File: src/rtl/microondas_pkg.sv
`default_nettype none
// +----------------------------------------------------------------------+
// | microondas_pkg: shared constants and state encoding for time entry    |
// | Rev 1.0                                                               |
// +----------------------------------------------------------------------+
package microondas_pkg;

  localparam int NUM_DIGITS = 3;
  localparam int DIGIT_W    = 4;
  localparam int IDX_W      = $clog2(NUM_DIGITS);

  localparam logic [DIGIT_W-1:0] KEY_LAST_DIGIT = 4'd9;
  localparam logic [DIGIT_W-1:0] KEY_START      = 4'd10;
  localparam logic [DIGIT_W-1:0] KEY_CANCEL     = 4'd11;
  localparam logic [DIGIT_W-1:0] BCD_ZERO       = 4'd0;

  localparam logic [IDX_W-1:0] IDX_LAST = IDX_W'(NUM_DIGITS - 1);
  localparam logic [IDX_W-1:0] IDX_ONE  = IDX_W'(1);
  localparam logic [IDX_W-1:0] IDX_ZERO = '0;

  typedef enum logic [1:0] {
    ST_ENTRY = 2'd0,
    ST_SEND  = 2'd1,
    ST_RUN   = 2'd2,
    ST_DONE  = 2'd3
  } state_t;

  function automatic logic is_digit_key(input logic [DIGIT_W-1:0] code);
    return code <= KEY_LAST_DIGIT;
  endfunction

endpackage
`default_nettype wire

File: src/rtl/microondas_entry_buffer.sv
`default_nettype none
// +----------------------------------------------------------------------+
// | microondas_entry_buffer: BCD digit shift register with indexed read   |
// | Rev 1.0                                                               |
// +----------------------------------------------------------------------+
module microondas_entry_buffer #(
  parameter int NUM_DIGITS = 3,
  parameter int DIGIT_W    = 4,
  parameter int IDX_W      = 2
) (
  input  logic                          clk_i,
  input  logic                          rst_ni,
  input  logic                          shift_i,
  input  logic                          clear_i,
  input  logic [DIGIT_W-1:0]            digit_i,
  input  logic [IDX_W-1:0]              rd_idx_i,
  output logic [DIGIT_W-1:0]            rd_data_o,
  output logic                          is_zero_o,
  output logic [NUM_DIGITS*DIGIT_W-1:0] digits_o
);

  logic [NUM_DIGITS*DIGIT_W-1:0] digits_q;
  logic [NUM_DIGITS*DIGIT_W-1:0] digits_d;

  // Clear and shift together leave only the new digit in the units slot.
  always_comb begin
    digits_d = digits_q;
    if (clear_i && shift_i) begin
      digits_d = {{((NUM_DIGITS - 1) * DIGIT_W){1'b0}}, digit_i};
    end else if (clear_i) begin
      digits_d = '0;
    end else if (shift_i) begin
      digits_d = {digits_q[(NUM_DIGITS-1)*DIGIT_W-1:0], digit_i};
    end
  end

  always_ff @(posedge clk_i or negedge rst_ni) begin
    if (!rst_ni) begin
      digits_q <= '0;
    end else begin
      digits_q <= digits_d;
    end
  end

  always_comb begin
    rd_data_o = '0;
    for (int i = 0; i < NUM_DIGITS; i++) begin
      if (rd_idx_i == i[IDX_W-1:0]) begin
        rd_data_o = digits_q[i*DIGIT_W +: DIGIT_W];
      end
    end
  end

  assign is_zero_o = (digits_q == '0);
  assign digits_o  = digits_q;

endmodule
`default_nettype wire

File: src/rtl/microondas_time_entry.sv
`default_nettype none
// +----------------------------------------------------------------------+
// | microondas_time_entry: keypad time entry, serial load of the timer    |
// | Rev 1.0                                                               |
// +----------------------------------------------------------------------+
module microondas_time_entry
  import microondas_pkg::*;
(
  input  logic               clock,
  input  logic               Cn,
  input  logic               key_valid,
  input  logic [DIGIT_W-1:0] key_code,
  input  logic               zero,
  output logic [DIGIT_W-1:0] digit_out,
  output logic               count_en,
  output logic               timer_clr_n,
  output logic [DIGIT_W-1:0] entry_min,
  output logic [DIGIT_W-1:0] entry_sec_t,
  output logic [DIGIT_W-1:0] entry_sec_u,
  output logic               busy,
  output logic               done
);

  state_t             state_q, state_d;
  logic [IDX_W-1:0]   idx_q, idx_d;
  logic               first_run_q, first_run_d;
  logic [DIGIT_W-1:0] digit_out_q, digit_out_d;
  logic               count_en_q, count_en_d;
  logic               timer_clr_n_q, timer_clr_n_d;
  logic               busy_q, busy_d;
  logic               done_q, done_d;

  logic                          buf_shift;
  logic                          buf_clear;
  logic                          buf_is_zero;
  logic [IDX_W-1:0]              buf_rd_idx;
  logic [DIGIT_W-1:0]            buf_rd_data;
  logic [NUM_DIGITS*DIGIT_W-1:0] buf_digits;

  logic key_digit;
  logic key_start;
  logic key_cancel;
  logic key_any;

  assign key_digit  = key_valid && is_digit_key(key_code);
  assign key_start  = key_valid && (key_code == KEY_START);
  assign key_cancel = key_valid && (key_code == KEY_CANCEL);
  assign key_any    = key_valid && (key_code <= KEY_CANCEL);

  // Read one digit ahead: idx_q names the digit already on digit_out.
  assign buf_rd_idx = (state_q == ST_ENTRY) ? IDX_LAST : (idx_q - IDX_ONE);

  microondas_entry_buffer #(
    .NUM_DIGITS (NUM_DIGITS),
    .DIGIT_W    (DIGIT_W),
    .IDX_W      (IDX_W)
  ) u_entry_buffer (
    .clk_i     (clock),
    .rst_ni    (Cn),
    .shift_i   (buf_shift),
    .clear_i   (buf_clear),
    .digit_i   (key_code),
    .rd_idx_i  (buf_rd_idx),
    .rd_data_o (buf_rd_data),
    .is_zero_o (buf_is_zero),
    .digits_o  (buf_digits)
  );

  always_comb begin
    state_d       = state_q;
    idx_d         = idx_q;
    first_run_d   = 1'b0;
    digit_out_d   = digit_out_q;
    timer_clr_n_d = 1'b1;
    buf_shift     = 1'b0;
    buf_clear     = 1'b0;

    unique case (state_q)
      ST_ENTRY: begin
        if (key_cancel) begin
          buf_clear = 1'b1;
        end else if (key_digit) begin
          buf_shift = 1'b1;
        end else if (key_start && !buf_is_zero) begin
          state_d     = ST_SEND;
          idx_d       = IDX_LAST;
          digit_out_d = buf_rd_data;
        end
      end

      ST_SEND: begin
        if (key_cancel) begin
          state_d       = ST_ENTRY;
          idx_d         = IDX_ZERO;
          timer_clr_n_d = 1'b0;
          buf_clear     = 1'b1;
        end else if (idx_q == IDX_ZERO) begin
          state_d     = ST_RUN;
          first_run_d = 1'b1;
        end else begin
          idx_d       = idx_q - IDX_ONE;
          digit_out_d = buf_rd_data;
        end
      end

      ST_RUN: begin
        // The timer's zero flag is stale on the first counting cycle.
        if (key_cancel) begin
          state_d       = ST_ENTRY;
          timer_clr_n_d = 1'b0;
          buf_clear     = 1'b1;
        end else if (!first_run_q && zero) begin
          state_d = ST_DONE;
        end
      end

      ST_DONE: begin
        if (key_any) begin
          state_d   = ST_ENTRY;
          buf_clear = 1'b1;
          buf_shift = key_digit;
        end
      end

      default: begin
        state_d = ST_ENTRY;
      end
    endcase

    count_en_d = (state_d == ST_RUN);
    busy_d     = (state_d == ST_SEND) || (state_d == ST_RUN);
    done_d     = (state_d == ST_DONE);
  end

  always_ff @(posedge clock or negedge Cn) begin
    if (!Cn) begin
      state_q       <= ST_ENTRY;
      idx_q         <= IDX_ZERO;
      first_run_q   <= 1'b0;
      digit_out_q   <= BCD_ZERO;
      count_en_q    <= 1'b0;
      timer_clr_n_q <= 1'b1;
      busy_q        <= 1'b0;
      done_q        <= 1'b0;
    end else begin
      state_q       <= state_d;
      idx_q         <= idx_d;
      first_run_q   <= first_run_d;
      digit_out_q   <= digit_out_d;
      count_en_q    <= count_en_d;
      timer_clr_n_q <= timer_clr_n_d;
      busy_q        <= busy_d;
      done_q        <= done_d;
    end
  end

  assign digit_out   = digit_out_q;
  assign count_en    = count_en_q;
  assign timer_clr_n = timer_clr_n_q;
  assign busy        = busy_q;
  assign done        = done_q;
  assign entry_min   = buf_digits[2*DIGIT_W +: DIGIT_W];
  assign entry_sec_t = buf_digits[1*DIGIT_W +: DIGIT_W];
  assign entry_sec_u = buf_digits[0 +: DIGIT_W];

endmodule
`default_nettype wire

File: config.mk
export PLATFORM = sky130hd
export DESIGN_NAME = microondas_time_entry
export DESIGN_NICKNAME = d
export VERILOG_FILES = /design/src/rtl/microondas_pkg.sv /design/src/rtl/microondas_entry_buffer.sv /design/src/rtl/microondas_time_entry.sv
export SDC_FILE = /design/constraint.sdc
export NUM_CORES = 1
export LEC_CHECK = 0
export BUFFER_PORTS_ARGS = -buffer_cell sky130_fd_sc_hd__buf_2
export CAP_MARGIN = 20
export CORE_MARGIN = 2
export CORE_UTILIZATION = 57
export CTS_CLUSTER_SIZE = 24
export DETAILED_ROUTE_END_ITERATION = 10
export PLACE_DENSITY = 0.8
export SYNTH_ARGS = -nofsm -noshare
export SYNTH_HDL_FRONTEND = slang
export SYNTH_SLANG_ARGS = --single-unit
File: constraint.sdc
create_clock -name clock -period 3.6 [get_ports clock]
set_input_delay 0 -clock clock [delete_from_list [all_inputs] [get_ports clock]]
set_output_delay 0 -clock clock [all_outputs]
set_load 0.01 [all_outputs]
======== Word level (Yosys, flattened, before mapping) ========
Cells that the tools add are included.
word-level totals
  output and inout bits ................... 20
  flip-flop bits (word level) ............. 25
operators by class
  order comparisons ....................... 2
  eq/ne operators ......................... 16
  reductions and logical operators ........ 20
  $add $sub $neg .......................... 1
  mux-type cells .......................... 40
operators by type and width
  operator            number
  $mux 12             3
  $mux 4              8
  $mux 2              14
  $logic_not 12->1    1
  $eq 2x2->1 const B  5
  $mux 1              10
  $eq 4x4->1 const B  2
  $le 4x4->1 const B  2
  $ne 2x2->1 const B  4
  $pmux 2 s4          1
  $pmux 4 s2          1
  $logic_and 1x1->1   7
  $eq 2x1->1 const B  3
  $logic_not 2->1     3
  $reduce_and 6->1    1
  $reduce_and 5->1    1
  $pmux 1 s2          2
  $pmux 2 s2          1
  $ne 3x3->1 const B  1
  $reduce_bool 3->1   1
  $reduce_or 3->1     1
  $logic_not 1->1     2
  $ne 2x1->1 const B  1
  $reduce_bool 2->1   1
  other kinds (3)     3

======== Logic depth before layout (Yosys ltp) ========
Gate-level depths: netlist of run 1.
  word-level depth ........................ 10
  gate-level depth with buffers ........... 9
  mapped depth without buffers ............ 8

======== By module ========
From an unflattened synthesis of run 1, not the netlist that was laid out.
second synthesis, totals
  cell total of the unflattened synthesis .. 129
  area total of the unflattened synthesis .. 1403.8 µm²
by module, submodules not included
  module                   cells each  area each (µm²)  times used
  microondas_time_entry    72          780.7            1
  microondas_entry_buffer  57          623.1            1

======== Worst setup path after synthesis of run 1 ========
Ideal clock, no wire load.
  path kind ............................... flip-flop to flip-flop
  from .................................... reg state_q[0]
  to ...................................... reg idx_q[1]
  stages on the path, launching flop included .. 7
  arrival ................................. 1686 ps
  slack ................................... 1789 ps
  required time ........................... 3475 ps
  cells stage by stage .................... dfrtp_1 > inv_1 > ha_1 > and3_4 > a22oi_4 > a311o_2 > mux2_4
on the way
  word-level cells in the longest chain between the ends .. 3
RTL lines
  item                                                  line                          RTL
  start, declared                                       microondas_time_entry.sv:24   state_t state_q, state_d;
  start signal, assigned                                microondas_time_entry.sv:146  state_q <= state_d;
  $eq 2x1->1 / $logic_not 2->1 (equally long branches)  microondas_time_entry.sv:78   unique case (state_q)
  $ne 3x3->1 (no line), or another cell as far along    --
  $reduce_and 5->1 (no line)                            --
  end signal, assigned                                  microondas_time_entry.sv:147  idx_q <= idx_d;
  end, declared                                         microondas_time_entry.sv:25   logic [IDX_W-1:0] idx_q, idx_d;
Several ways; a longest one is shown, not always the timed one.
A chain may end at the register's enable or synchronous reset.

======== Final worst setup path of run 1 ========
  from .................................... reg idx_q[0]
  to ...................................... reg busy_q, in the netlist busy
on the way
  word-level cells in the longest chain between the ends .. 6
RTL lines
  item                                             line                          RTL
  $logic_not 2->1 (*)                              microondas_time_entry.sv:97   end else if (idx_q == IDX_ZERO) begin
  $mux 2 (*)                                       microondas_time_entry.sv:97
  $mux 2 (*)                                       microondas_time_entry.sv:92   if (key_cancel) begin
  $pmux 2 s4 (*)                                   microondas_time_entry.sv:78
  named net state_d[0]                             microondas_time_entry.sv:24
  $eq 2x1->1 / $eq 2x2->1 (equally long branches)  microondas_time_entry.sv:131  busy_d = (state_d == ST_SEND) || (state_d == ST_RUN);
  $logic_or 1x1->1 (*)                             microondas_time_entry.sv:131
  named net busy_d                                 microondas_time_entry.sv:30   logic busy_q, busy_d;
  end signal, assigned                             microondas_time_entry.sv:152  busy_q <= busy_d;
  end, declared                                    microondas_time_entry.sv:30
The timed path passes the listed nets; every way through them passes the cells marked *.

==> results of run 1 <==
[state kept, by name, summed over array words and instances (netlist names)]
name / flops
busy: 1
count_en: 1
digit_out: 4
done: 1
first_run_q: 1
idx_q: 2
state_q: 2
timer_clr_n: 1
u_entry_buffer.digits_o: 12
[metal layers]
layer	global-route usage	vias up	part of all wire
li1	-	563	-
met1	0.3388	537	0.44
met2	0.3688	56	0.48
met3	0.04286	4	0.072
met4	0.09402	0	0.011
met5	0	-	0
[power breakdown]
part / leakage [nW] / switching, mW / internal, mW / total [mW]
registers: 0.324 / 0.101 / 0.383 / 0.484
logic: 0.447 / 0.341 / 0.249 / 0.590
clock network: 0.0139 / 0.0888 / 0.0424 / 0.131
[per-stage QoR]
step,instances,worst slack [ps],util,area [um2],hold slack [ps]
floorplan,139,1789,-,1360,-295.6
global placement,190,1704,0.6773,1513,5.053
detailed placement,190,1669,0.6773,1513,25.59
CTS,199,1624,0.7132,1593,99.10
global route,199,1389,0.7132,1593,103.9
finish,199,1614,0.7132,1593,112.4
[cells by family (layout without fill, tap and decap cells)]
group                    count (synthesis)  in the layout  synth area share
adder cells (fa/ha/maj)                  7              7           0.06439
multiplexers                            10             10           0.08095
buffers and inverters                   17             49           0.05428
AND/OR/NAND/NOR                         44             44            0.1693
AO/OA/AOI/OAI                           36             36            0.1702
flip-flops                              25             25            0.4609
[Yosys cell counts, types with 2 or more instances]
master and number:
clkbuf_1 3, o21ai_0 20, nor3_1 2, nand2_1 17, nor4_1 3, mux2i_1 5, ha_1 7, nor2_1 2
buf_2 2, nand3_1 14, mux2_2 4, a21oi_1 5, inv_1 11, nand3b_1 2, dfrtp_1 24
[final timing paths]
path                         startpoint      endpoint
max                            idx_q[0]          busy
min                           key_valid      idx_q[0]
max reg2reg                    idx_q[0]          busy
min reg2reg                digit_out[3]  digit_out[3]
max in group asynchronous            Cn   timer_clr_n
min in group asynchronous            Cn  digit_out[2]
[worst max-delay path, stage by stage (launching register included)]
cell and delay, ps:
dfrtp_1 480, inv_1 150, ha_1 190, inv_1 50
a221oi_1 260, o21ai_0 120, nand2_1 110, o311ai_0 190
ha_1 330
[what timing repair did]
action | CTS | global route
hold endpoints to repair | 28 | 0
buffers inserted | 0 | 0
hold buffers | 5 | 0
[cell type report]
| class | instances | area, um2 |
|---|---|---|
| inverters | 11 | 41.29 |
| clock buffers | 3 | 22.52 |
| multi-input cells | 97 | 659.4 |
| well taps | 28 | 35.03 |
| fillers | 165 | 640.6 |
| repair buffers | 34 | 200.2 |
| flip-flops and latches | 25 | 626.9 |
| clock inverters | 1 | 7.507 |
==> key figures, run 1 <==
Global routing
  – Largest net degree at the start of global routing: 26
  – Number of antenna violations at the first check in global routing: 0
  – Global-route wire length before repair: 4912 um
  – Overall overflow remaining after global route: 0
  – Vias in the first global route: 1105
  – Tot GR Track Use: 0.2417

Synth
  – Most area-consuming cells after synthesis: dfrtp_1 (44%), o21ai_0 (7.4%), ha_1 (6.4%), nand3_1 (5.2%), nand2_1 (4.7%)
  – Proportion of netlist area held by the largest area contributor: 0.4416
  – Summed instance area of the synthesized netlist: 1360 um2
  – Sequential element share of the synthesized area: 0.4609
  – Number of distinct library cells after synthesis: 33
  – Proportion of synthesized flip-flops having asynchronous set or reset: 1.000
  – Cell accounting for the most synthesized area: dfrtp_1
  – Number of enable flip-flop cells after synthesis: 0
  – Syn Inst Count: 139
  – Mean instance size in the synthesized netlist: 9.785 um2
  – Syn_nets: 154
  – Synth Flop Type: dfrtp_1
  – #FFs+latches synth: 25
  – YS warnings: 0

Floorplanning
  – Die Outline Area: 2793 um2
  – Effective utilization at floorplan: 0.6090
  – Top-level port count: 28
  – Die Wd: 52.85 um
  – Number of placement rows: 17
  – Core area: 2233 um2
  – Height of the die: 52.85 um

Finish
  – Layout Area Growth over Synthesis: 17.11%
  – Net count reported at finish: 187
  – Most common cell after layout, fill and taps aside: buf_2
  – Antenna diode instance count: 0
  – Most frequent cells in the layout: buf_2 (27), dfrtp_1 (24), o21ai_0 (20)
  – Share of post-route cells with drive strength above 1: 0.2632

Timing
  – Setup repair after global routing missed its margin: no
  – Relative slew margins: 0.6283
  – Number of failing setup endpoints in the final timing report: 0
  – Total negative setup slack: 0 ps
  – Worst-margin pin slew: 557.6 ps
  – Final worst path period need: 1986 ps
  – Final number of hold-violating endpoints: 0
  – Worst clock skew on the final layout: 10.87 ps
  – Period Utilization, post-route: 0.5515
  – Maximum clock frequency: 503.6 MHz
  – Max-slew violation count: 0

Critical path
  – Startpoint Class: flip-flop
  – Setup CP Type: flip-flop to flip-flop
  – Worst setup EP type: flip-flop
  – Critical path arrival: 2200 ps
  – Largest fanout of any net on the critical path: 5
  – Req. time, crit path: 3810 ps
  – Setup slack, reg-to-reg: 1610 ps
  – Worst r2r path cells: 8

Clocking
  – Reg clk slew, reported paths: 150 ps
  – Number of buffers created by CTS: 3
  – Bufs on Longest Clock Path: 2
  – Post-CTS resize count: 0
  – H-tree depth: 1
  – TritonCTS clock tree: yes
  – Library cell used as clock root buffer: clkbuf_4
  – Insertion delay to the later sink of the worst-skew pair: 320 ps
  – CTS sink count: 25

Power and ir drop
  – Worst voltage drop across the vdd grid: 0.5595 mV
  – Pwr dens: 756.6 nW/um2
  – Total design power: 1.205 mW
  – Leakage Power: 0.7854 nW

Routing
  – Router iterations before antenna repair: 4
  – Total routed wirelength: 2898 um
  – Vias: 1160
  – Total DRC errors in the routed layout: 0
  – Initial drt markers: 48
  – Routed vias/inst: 5.829
  – Average wire per cell in the routed design: 14.56 um
  – Antenna-violating nets left: 0

Min path
  – Class of the worst hold path: input pin to flip-flop
  – Hold path depth: 3

Place
  – Port Buffers: 27
  – Detailed placer's ending HPWL: 2104 um
  – Final RePlAce weighted congestion: 0.8678

Run status
  – Run status: completed

Flow run
  – Number of maximum-capacitance violations: 0
No activity file was read; power rests on OpenSTA's default activity.
==> run 2, diff against run 1 <==
--- a/config.mk
+++ b/config.mk
@@ -8,10 +8,10 @@
 export BUFFER_PORTS_ARGS = -buffer_cell sky130_fd_sc_hd__buf_2
 export CAP_MARGIN = 20
 export CORE_MARGIN = 2
-export CORE_UTILIZATION = 57
+export CORE_UTILIZATION = 48
 export CTS_CLUSTER_SIZE = 24
 export DETAILED_ROUTE_END_ITERATION = 10
-export PLACE_DENSITY = 0.8
+export PLACE_DENSITY = 0.71
 export SYNTH_ARGS = -nofsm -noshare
 export SYNTH_HDL_FRONTEND = slang
 export SYNTH_SLANG_ARGS = --single-unit
==> constraint.sdc (replaced) <==
create_clock -name clock -period 1.72 [get_ports clock]
set_input_delay 0 -clock clock [delete_from_list [all_inputs] [get_ports clock]]
set_output_delay 0 -clock clock [all_outputs]
set_load 0.01 [all_outputs]
==> key figures, run 2 (same netlist as run 1, synthesis figures left out) <==
Critical path
  – Worst setup EP type: flip-flop (unchanged)
  – Startpoint Class: flip-flop (unchanged)
  – Req. time, crit path: 1960 ps (was 3810 ps)
  – Setup slack, reg-to-reg: -80 ps (was 1610 ps)
  – Largest fanout of any net on the critical path: 4 (was 5)
  – Worst r2r path cells: 6 (was 8)
  – Critical path arrival: 2040 ps (was 2200 ps)
  – Critical R2R Capture: busy (unchanged)
  – Setup CP Type: flip-flop to flip-flop (unchanged)
  – Crit. Startpoint: state_q[0] (was idx_q[0])
  – Beginning of the worst register-to-register path: state_q[0] (was idx_q[0])

Power and ir drop
  – NetSw: 1.506 mW (was 0.5312 mW)
  – Sequential share of power: 0.276 (was 0.402)
  – Internal power component: 2.034 mW (was 0.6739 mW)
  – Worst voltage drop across the vdd grid: 1.378 mV (was 0.5595 mV)
  – Share of total power in the clock network: 0.080 (was 0.109)
  – Leakage Power: 0.9658 nW (was 0.7854 nW)
  – Logic pwr share: 0.644 (was 0.489)
  – Switching part of the total power: 0.4254 (was 0.4408)
  – Pwr dens: 1758 nW/um2 (was 756.6 nW/um2)

Floorplanning
  – Height of the die: 57.23 um (was 52.85 um)
  – Core area: 2734 um2 (was 2233 um2)
  – Number of placement rows: 19 (was 17)
  – Top-level port count: 28 (unchanged)
  – Effective utilization at floorplan: 0.4975 (was 0.6090)
  – Die Outline Area: 3275 um2 (was 2793 um2)
  – Die Wd: 57.23 um (was 52.85 um)

Clocking
  – Insertion delay to the later sink of the worst-skew pair: 330 ps (was 320 ps)
  – Number of buffers created by CTS: 3 (unchanged)
  – TritonCTS clock tree: yes (unchanged)
  – CTS sink count: 25 (unchanged)
  – Library cell used as clock root buffer: clkbuf_4 (unchanged)
  – Bufs on Longest Clock Path: 2 (unchanged)
  – Reg clk slew, reported paths: 140 ps (was 150 ps)
  – H-tree depth: 1 (unchanged)

Global routing
  – Overall overflow remaining after global route: 0 (unchanged)
  – Global-route wire length before repair: 5306 um (was 4912 um)
  – Number of antenna violations at the first check in global routing: 0 (unchanged)
  – Largest net degree at the start of global routing: 26 (unchanged)
  – Vias in the first global route: 1188 (was 1105)
  – Tot GR Track Use: 0.2112 (was 0.2417)

Timing
  – Maximum clock frequency: 554.5 MHz (was 503.6 MHz)
  – Final worst path period need: 1803 ps (was 1986 ps)
  – Worst clock skew on the final layout: 2.783 ps (was 10.87 ps)
  – Final number of hold-violating endpoints: 0 (unchanged)
  – Worst-margin pin slew: 578.5 ps (was 557.6 ps)
  – Tightest hold margin: 56.00 ps (was 112.4 ps)
  – Worst setup slack after layout: -83.50 ps (was 1614 ps)
  – Number of failing setup endpoints in the final timing report: 5 (was 0)
  – Relative slew margins: 0.6143 (was 0.6283)
  – Max-slew violation count: 0 (unchanged)
  – Setup repair after global routing missed its margin: yes (was no)
  – Period Utilization, post-route: 1.049 (was 0.5515)

Finish
  – Max reg flops: 12 (unchanged)
  – Most frequent cells in the layout: buf_2 (27), buf_4 (27), dfrtp_1 (23) (was buf_2 (27), dfrtp_1 (24), o21ai_0 (20))
  – Layout Utilization: 0.7364 (was 0.7132)
  – Area of the multi-input gates: 815.8 um2 (was 659.4 um2)
  – Net count reported at finish: 217 (was 187)
  – Share of post-route cells with drive strength above 1: 0.4975 (was 0.2632)
  – Antenna diode instance count: 0 (unchanged)
  – Layout Area Growth over Synthesis: 48.02% (was 17.11%)
  – Number of filler cells placed in the layout: 201 (was 165)
  – FF+latch area: 628.1 um2 (was 626.9 um2)

Routing
  – Routed vias/inst: 5.888 (was 5.829)
  – Initial drt markers: 54 (was 48)
  – Total routed wirelength: 3921 um (was 2898 um)
  – Vias: 1366 (was 1160)
  – Total DRC errors in the routed layout: 0 (unchanged)
  – Antenna-violating nets left: 0 (unchanged)
  – Router iterations before antenna repair: 4 (unchanged)
  – Average wire per cell in the routed design: 16.90 um (was 14.56 um)

Place
  – Port Buffers: 27 (unchanged)
  – Final RePlAce weighted congestion: 0.9050 (was 0.8678)
  – Detailed placer's ending HPWL: 2492 um (was 2104 um)

Min path
  – Startpoint of the worst hold path: key_code[2] (was key_valid)
  – Class of the worst hold path: input pin to flip-flop (unchanged)
  – Hold path depth: 4 (was 3)
  – Hold EP: u_entry_buffer.digits_o[2] (was idx_q[0])

Run status
  – Run status: finished, violations left (was completed)
  – Failing checks: setup timing

Flow run
  – Number of maximum-capacitance violations: 0 (unchanged)
run 2: cell count changes in the layout (fill, tap and decap cells not counted), sizes merged:
cell         previous run  this run
inv                    11        10
clkinvlp                1         2
dlygate4sd3             5         3
buf                    29        61
run 2: what timing repair did:
item,CTS,global route
endpoints found under the hold margin,26,0
setup endpoints to repair,8,21
setup buffers,4,5
hold buffers,3,0
cloned,0,3
pin swaps,8,4
gates resized for setup,16,38
run 2: layer usage:
metal	routed length, um	global-route usage	vias to the layer above
li1	-	-	619
met3	267	0.03855	16
met4	157	0.09635	0
met5	0	0	-
met1	1527	0.2685	665
met2	1969	0.3514	66
run 2: worst max-delay path by stage:
stage | end | slack (ps) | depth (start not counted)
global route | count_en | -180 | 7
detailed placement | busy | -110 | 6
global placement | busy | -60 | 6
floorplan | busy | 6 | 9
finish | busy | -80 | 6
CTS | busy | -10 | 6
run 2: area by class of cell:
type / count / area share
clock buffer: 3 / 0.01119
clock inverter: 1 / 0.003729
inverter: 11 / 0.02237
multi-input combinational: 97 / 0.4052
sequential: 25 / 0.3120
tap: 31 / 0.01927
timing repair buffer: 64 / 0.2262
run 2: worst max-delay path, stage by stage (launching register included):
cell	delay, ps
dfrtp_2	480
inv_2	90
ha_2	210
nand3b_1	160
a211o_1	330
a21oi_2	190
ha_1	250
run 2: per-stage QoR:
step,setup WS (ps),power [mW],setup TNS (ps),area (um2),instances
2_1_floorplan,5.817,1.898,0,1379,139
5_1_grt,-178.9,3.770,-1132,2013,232
6_report,-83.50,3.540,-209.8,2013,232
4_1_cts,-10.37,3.121,-18.94,1847,224
3_3_place_gp,-58.84,2.573,-77.49,1702,214
3_5_place_dp,-113.7,2.620,-361.5,1702,214
run 2: power groups by stage:
stage	combinational (mW)	sequential (mW)	clock, mW
2_1_floorplan	0.851	1.05	0
3_5_place_dp	1.68	0.935	0
5_1_grt	2.47	0.996	0.302
6_report	2.28	0.978	0.281
4_1_cts	1.89	0.939	0.288
3_3_place_gp	1.65	0.923	0
==> run 3, diff against run 2 <==
--- a/config.mk
+++ b/config.mk
@@ -8,10 +8,10 @@
 export BUFFER_PORTS_ARGS = -buffer_cell sky130_fd_sc_hd__buf_2
 export CAP_MARGIN = 20
 export CORE_MARGIN = 2
-export CORE_UTILIZATION = 48
+export CORE_UTILIZATION = 30
 export CTS_CLUSTER_SIZE = 24
 export DETAILED_ROUTE_END_ITERATION = 10
-export PLACE_DENSITY = 0.71
+export PLACE_DENSITY = 0.48
 export SYNTH_ARGS = -nofsm -noshare
 export SYNTH_HDL_FRONTEND = slang
 export SYNTH_SLANG_ARGS = --single-unit
==> key figures, run 3 (same netlist as run 1, synthesis figures left out) <==
Run status
  – Run status: finished, violations left (unchanged)
  – Failing checks: setup timing (unchanged)

Critical path
  – Critical R2R Capture: digit_out[2] (was busy)
  – Dominant cell type by count on the critical path: buf_6
  – Startpoint Class: flip-flop (unchanged)
  – Setup CP Type: flip-flop to flip-flop (unchanged)
  – Setup slack, reg-to-reg: -50 ps (was -80 ps)
  – Critical path arrival: 1930 ps (was 2040 ps)
  – Req. time, crit path: 1880 ps (was 1960 ps)
  – Beginning of the worst register-to-register path: state_q[1] (was state_q[0])
  – Critical-path top delay cell: dfrtp_1 (was dfrtp_2)
  – Worst setup EP type: flip-flop (unchanged)
  – Largest incremental delay on the critical path: 410 ps (was 480 ps)
  – Largest fanout of any net on the critical path: 4 (unchanged)
  – Worst r2r path cells: 8 (was 6)
  – Critical path cell sequence: inv_2 > ha_4 > and3_4 > a22oi_4 > buf_6 > nor3_4 > buf_6 > mux2_4 (was inv_2 > ha_2 > nand3b_1 > a211o_1 > a21oi_2 > ha_1)

Routing
  – Router iterations before antenna repair: 4 (unchanged)
  – Total routed wirelength: 3540 um (was 3921 um)
  – Initial drt markers: 76 (was 54)
  – Routed vias/inst: 4.915 (was 5.888)
  – Vias: 1209 (was 1366)
  – Average wire per cell in the routed design: 14.39 um (was 16.90 um)
  – Total DRC errors in the routed layout: 0 (unchanged)
  – Antenna-violating nets left: 0 (unchanged)

Floorplanning
  – Die Outline Area: 5088 um2 (was 3275 um2)
  – Number of placement rows: 24 (was 19)
  – Effective utilization at floorplan: 0.3124 (was 0.4975)
  – Height of the die: 71.33 um (was 57.23 um)
  – Core area: 4354 um2 (was 2734 um2)
  – Top-level port count: 28 (unchanged)
  – Die Wd: 71.33 um (was 57.23 um)

Clocking
  – Number of buffers created by CTS: 3 (unchanged)
  – TritonCTS clock tree: yes (unchanged)
  – Bufs on Longest Clock Path: 2 (unchanged)
  – Reg clk slew, reported paths: 90 ps (was 140 ps)
  – Insertion delay to the later sink of the worst-skew pair: 270 ps (was 330 ps)
  – H-tree depth: 1 (unchanged)
  – CTS sink count: 25 (unchanged)
  – Library cell used as clock root buffer: clkbuf_8 (was clkbuf_4)

Timing
  – Worst setup slack after layout: -50.94 ps (was -83.50 ps)
  – Maximum clock frequency: 564.7 MHz (was 554.5 MHz)
  – Tightest hold margin: 36.81 ps (was 56.00 ps)
  – Final worst path period need: 1771 ps (was 1803 ps)
  – Period Utilization, post-route: 1.030 (was 1.049)
  – Max-slew violation count: 0 (unchanged)
  – Relative slew margins: 0.6123 (was 0.6143)
  – Number of failing setup endpoints in the final timing report: 5 (unchanged)
  – Worst clock skew on the final layout: 8.517 ps (was 2.783 ps)
  – Total negative setup slack: -200.0 ps (was -209.8 ps)
  – Worst-margin pin slew: 581.6 ps (was 578.5 ps)
  – Final number of hold-violating endpoints: 0 (unchanged)
  – Setup repair after global routing missed its margin: yes (unchanged)

Place
  – Final RePlAce weighted congestion: 0.7681 (was 0.9050)
  – Port Buffers: 27 (unchanged)
  – Cell count after placement: 236 (was 214)
  – Detailed placer's ending HPWL: 2654 um (was 2492 um)

Global routing
  – Global-route wire length before repair: 5802 um (was 5306 um)
  – Overall overflow remaining after global route: 0 (unchanged)
  – Vias in the first global route: 1212 (was 1188)
  – Number of antenna violations at the first check in global routing: 0 (unchanged)
  – Largest net degree at the start of global routing: 26 (unchanged)
  – Tot GR Track Use: 0.1422 (was 0.2112)

Finish
  – Net count reported at finish: 210 (was 217)
  – Share of post-route cells with drive strength above 1: 0.4278 (was 0.4975)
  – Layout Area Growth over Synthesis: 39.19% (was 48.02%)
  – Non-filler instance count after layout: 246 (was 232)
  – Max reg flops: 12 (unchanged)
  – Most common cell after layout, fill and taps aside: buf_2
  – Antenna diode instance count: 0 (unchanged)
  – Most frequent cells in the layout: buf_2 (27), buf_4 (25), dfrtp_1 (23) (was buf_2 (27), buf_4 (27), dfrtp_1 (23))

Power and ir drop
  – Sequential share of power: 0.302 (was 0.276)
  – Internal power component: 1.908 mW (was 2.034 mW)
  – Leakage Power: 0.9312 nW (was 0.9658 nW)
  – Pwr dens: 1688 nW/um2 (was 1758 nW/um2)
  – Switching part of the total power: 0.4027 (was 0.4254)
  – Logic pwr share: 0.590 (was 0.644)
  – Worst voltage drop across the vdd grid: 0.7073 mV (was 1.378 mV)
  – NetSw: 1.287 mW (was 1.506 mW)
  – Share of total power in the clock network: 0.108 (was 0.080)

Min path
  – Hold path depth: 3 (was 4)
  – Startpoint of the worst hold path: key_code[3] (was key_code[2])
  – Hold EP: u_entry_buffer.digits_o[3] (was u_entry_buffer.digits_o[2])
  – Class of the worst hold path: input pin to flip-flop (unchanged)

Flow run
  – Number of maximum-capacitance violations: 0 (unchanged)
-- run 3: area by class of cell --
class / instances / area [um2]
fill: 440 / 2461
multi-input combinational: 97 / 735.7
sequential: 25 / 628.1
timing repair buffer: 57 / 377.9
tap: 52 / 65.06
clock buffer: 4 / 45.04
inverter: 11 / 41.29
-- run 3: power groups by stage --
stage          Clock [mW]  Combinational, mW  Sequential, mW
2_1_floorplan           0              0.851            1.05
3_3_place_gp            0               1.70           0.930
3_5_place_dp            0               1.73           0.934
4_1_cts             0.367               1.76           0.923
5_1_grt             0.400               2.10           0.992
6_report            0.347               1.88           0.963
-- run 3: worst max path at each step --
stage	startpoint	endpoint	slack, ps	cells past startpoint
global placement	u_entry_buffer.digits_o[9]	busy	-90	6
finish	state_q[1]	digit_out[2]	-50	8
global route	state_q[1]	digit_out[1]	-120	8
floorplan	idx_q[0]	busy	6	9
CTS	state_q[0]	digit_out[3]	-60	7
detailed placement	state_q[0]	digit_out[2]	-110	7
-- run 3: per-stage QoR --
stage	setup WS (ps)	utilization	instance area [um2]	power (mW)
global route	-120.7	0.4348	1893	3.488
CTS	-61.72	0.4092	1782	3.050
detailed placement	-106.6	0.3957	1723	2.664
global placement	-86.55	0.3957	1723	2.628
finish	-50.94	0.4348	1893	3.195
floorplan	5.817	-	1379	1.898
-- run 3: layer usage --
| metal | part of all wire | wire length, um | track usage |
|---|---|---|---|
| met1 | 0.46 | 1633 | 0.1931 |
| met2 | 0.50 | 1771 | 0.2397 |
| met3 | 0.034 | 122 | 0.02672 |
| met4 | 0.0037 | 13 | 0.02516 |
| met5 | 0 | 0 | 0 |
-- run 3: what timing repair did --
item / in CTS / in global routing
hold buffers: 1 / 0
pin swaps: 1 / 5
setup endpoints to repair: 8 / 13
endpoints found under the hold margin: 24 / 0
cloned: 0 / 0
resized for setup: 3 / 15
setup buffers: 0 / 5
-- run 3: critical path: cells and delay by family, from the launching register on --
family	cells	cell delay, ps
multiplexers	1	290
AND/OR/NAND/NOR	2	350
buffers and inverters	3	390
flip-flops	1	410
adder cells (fa/ha/maj)	1	160
AO/OA/AOI/OAI	1	60
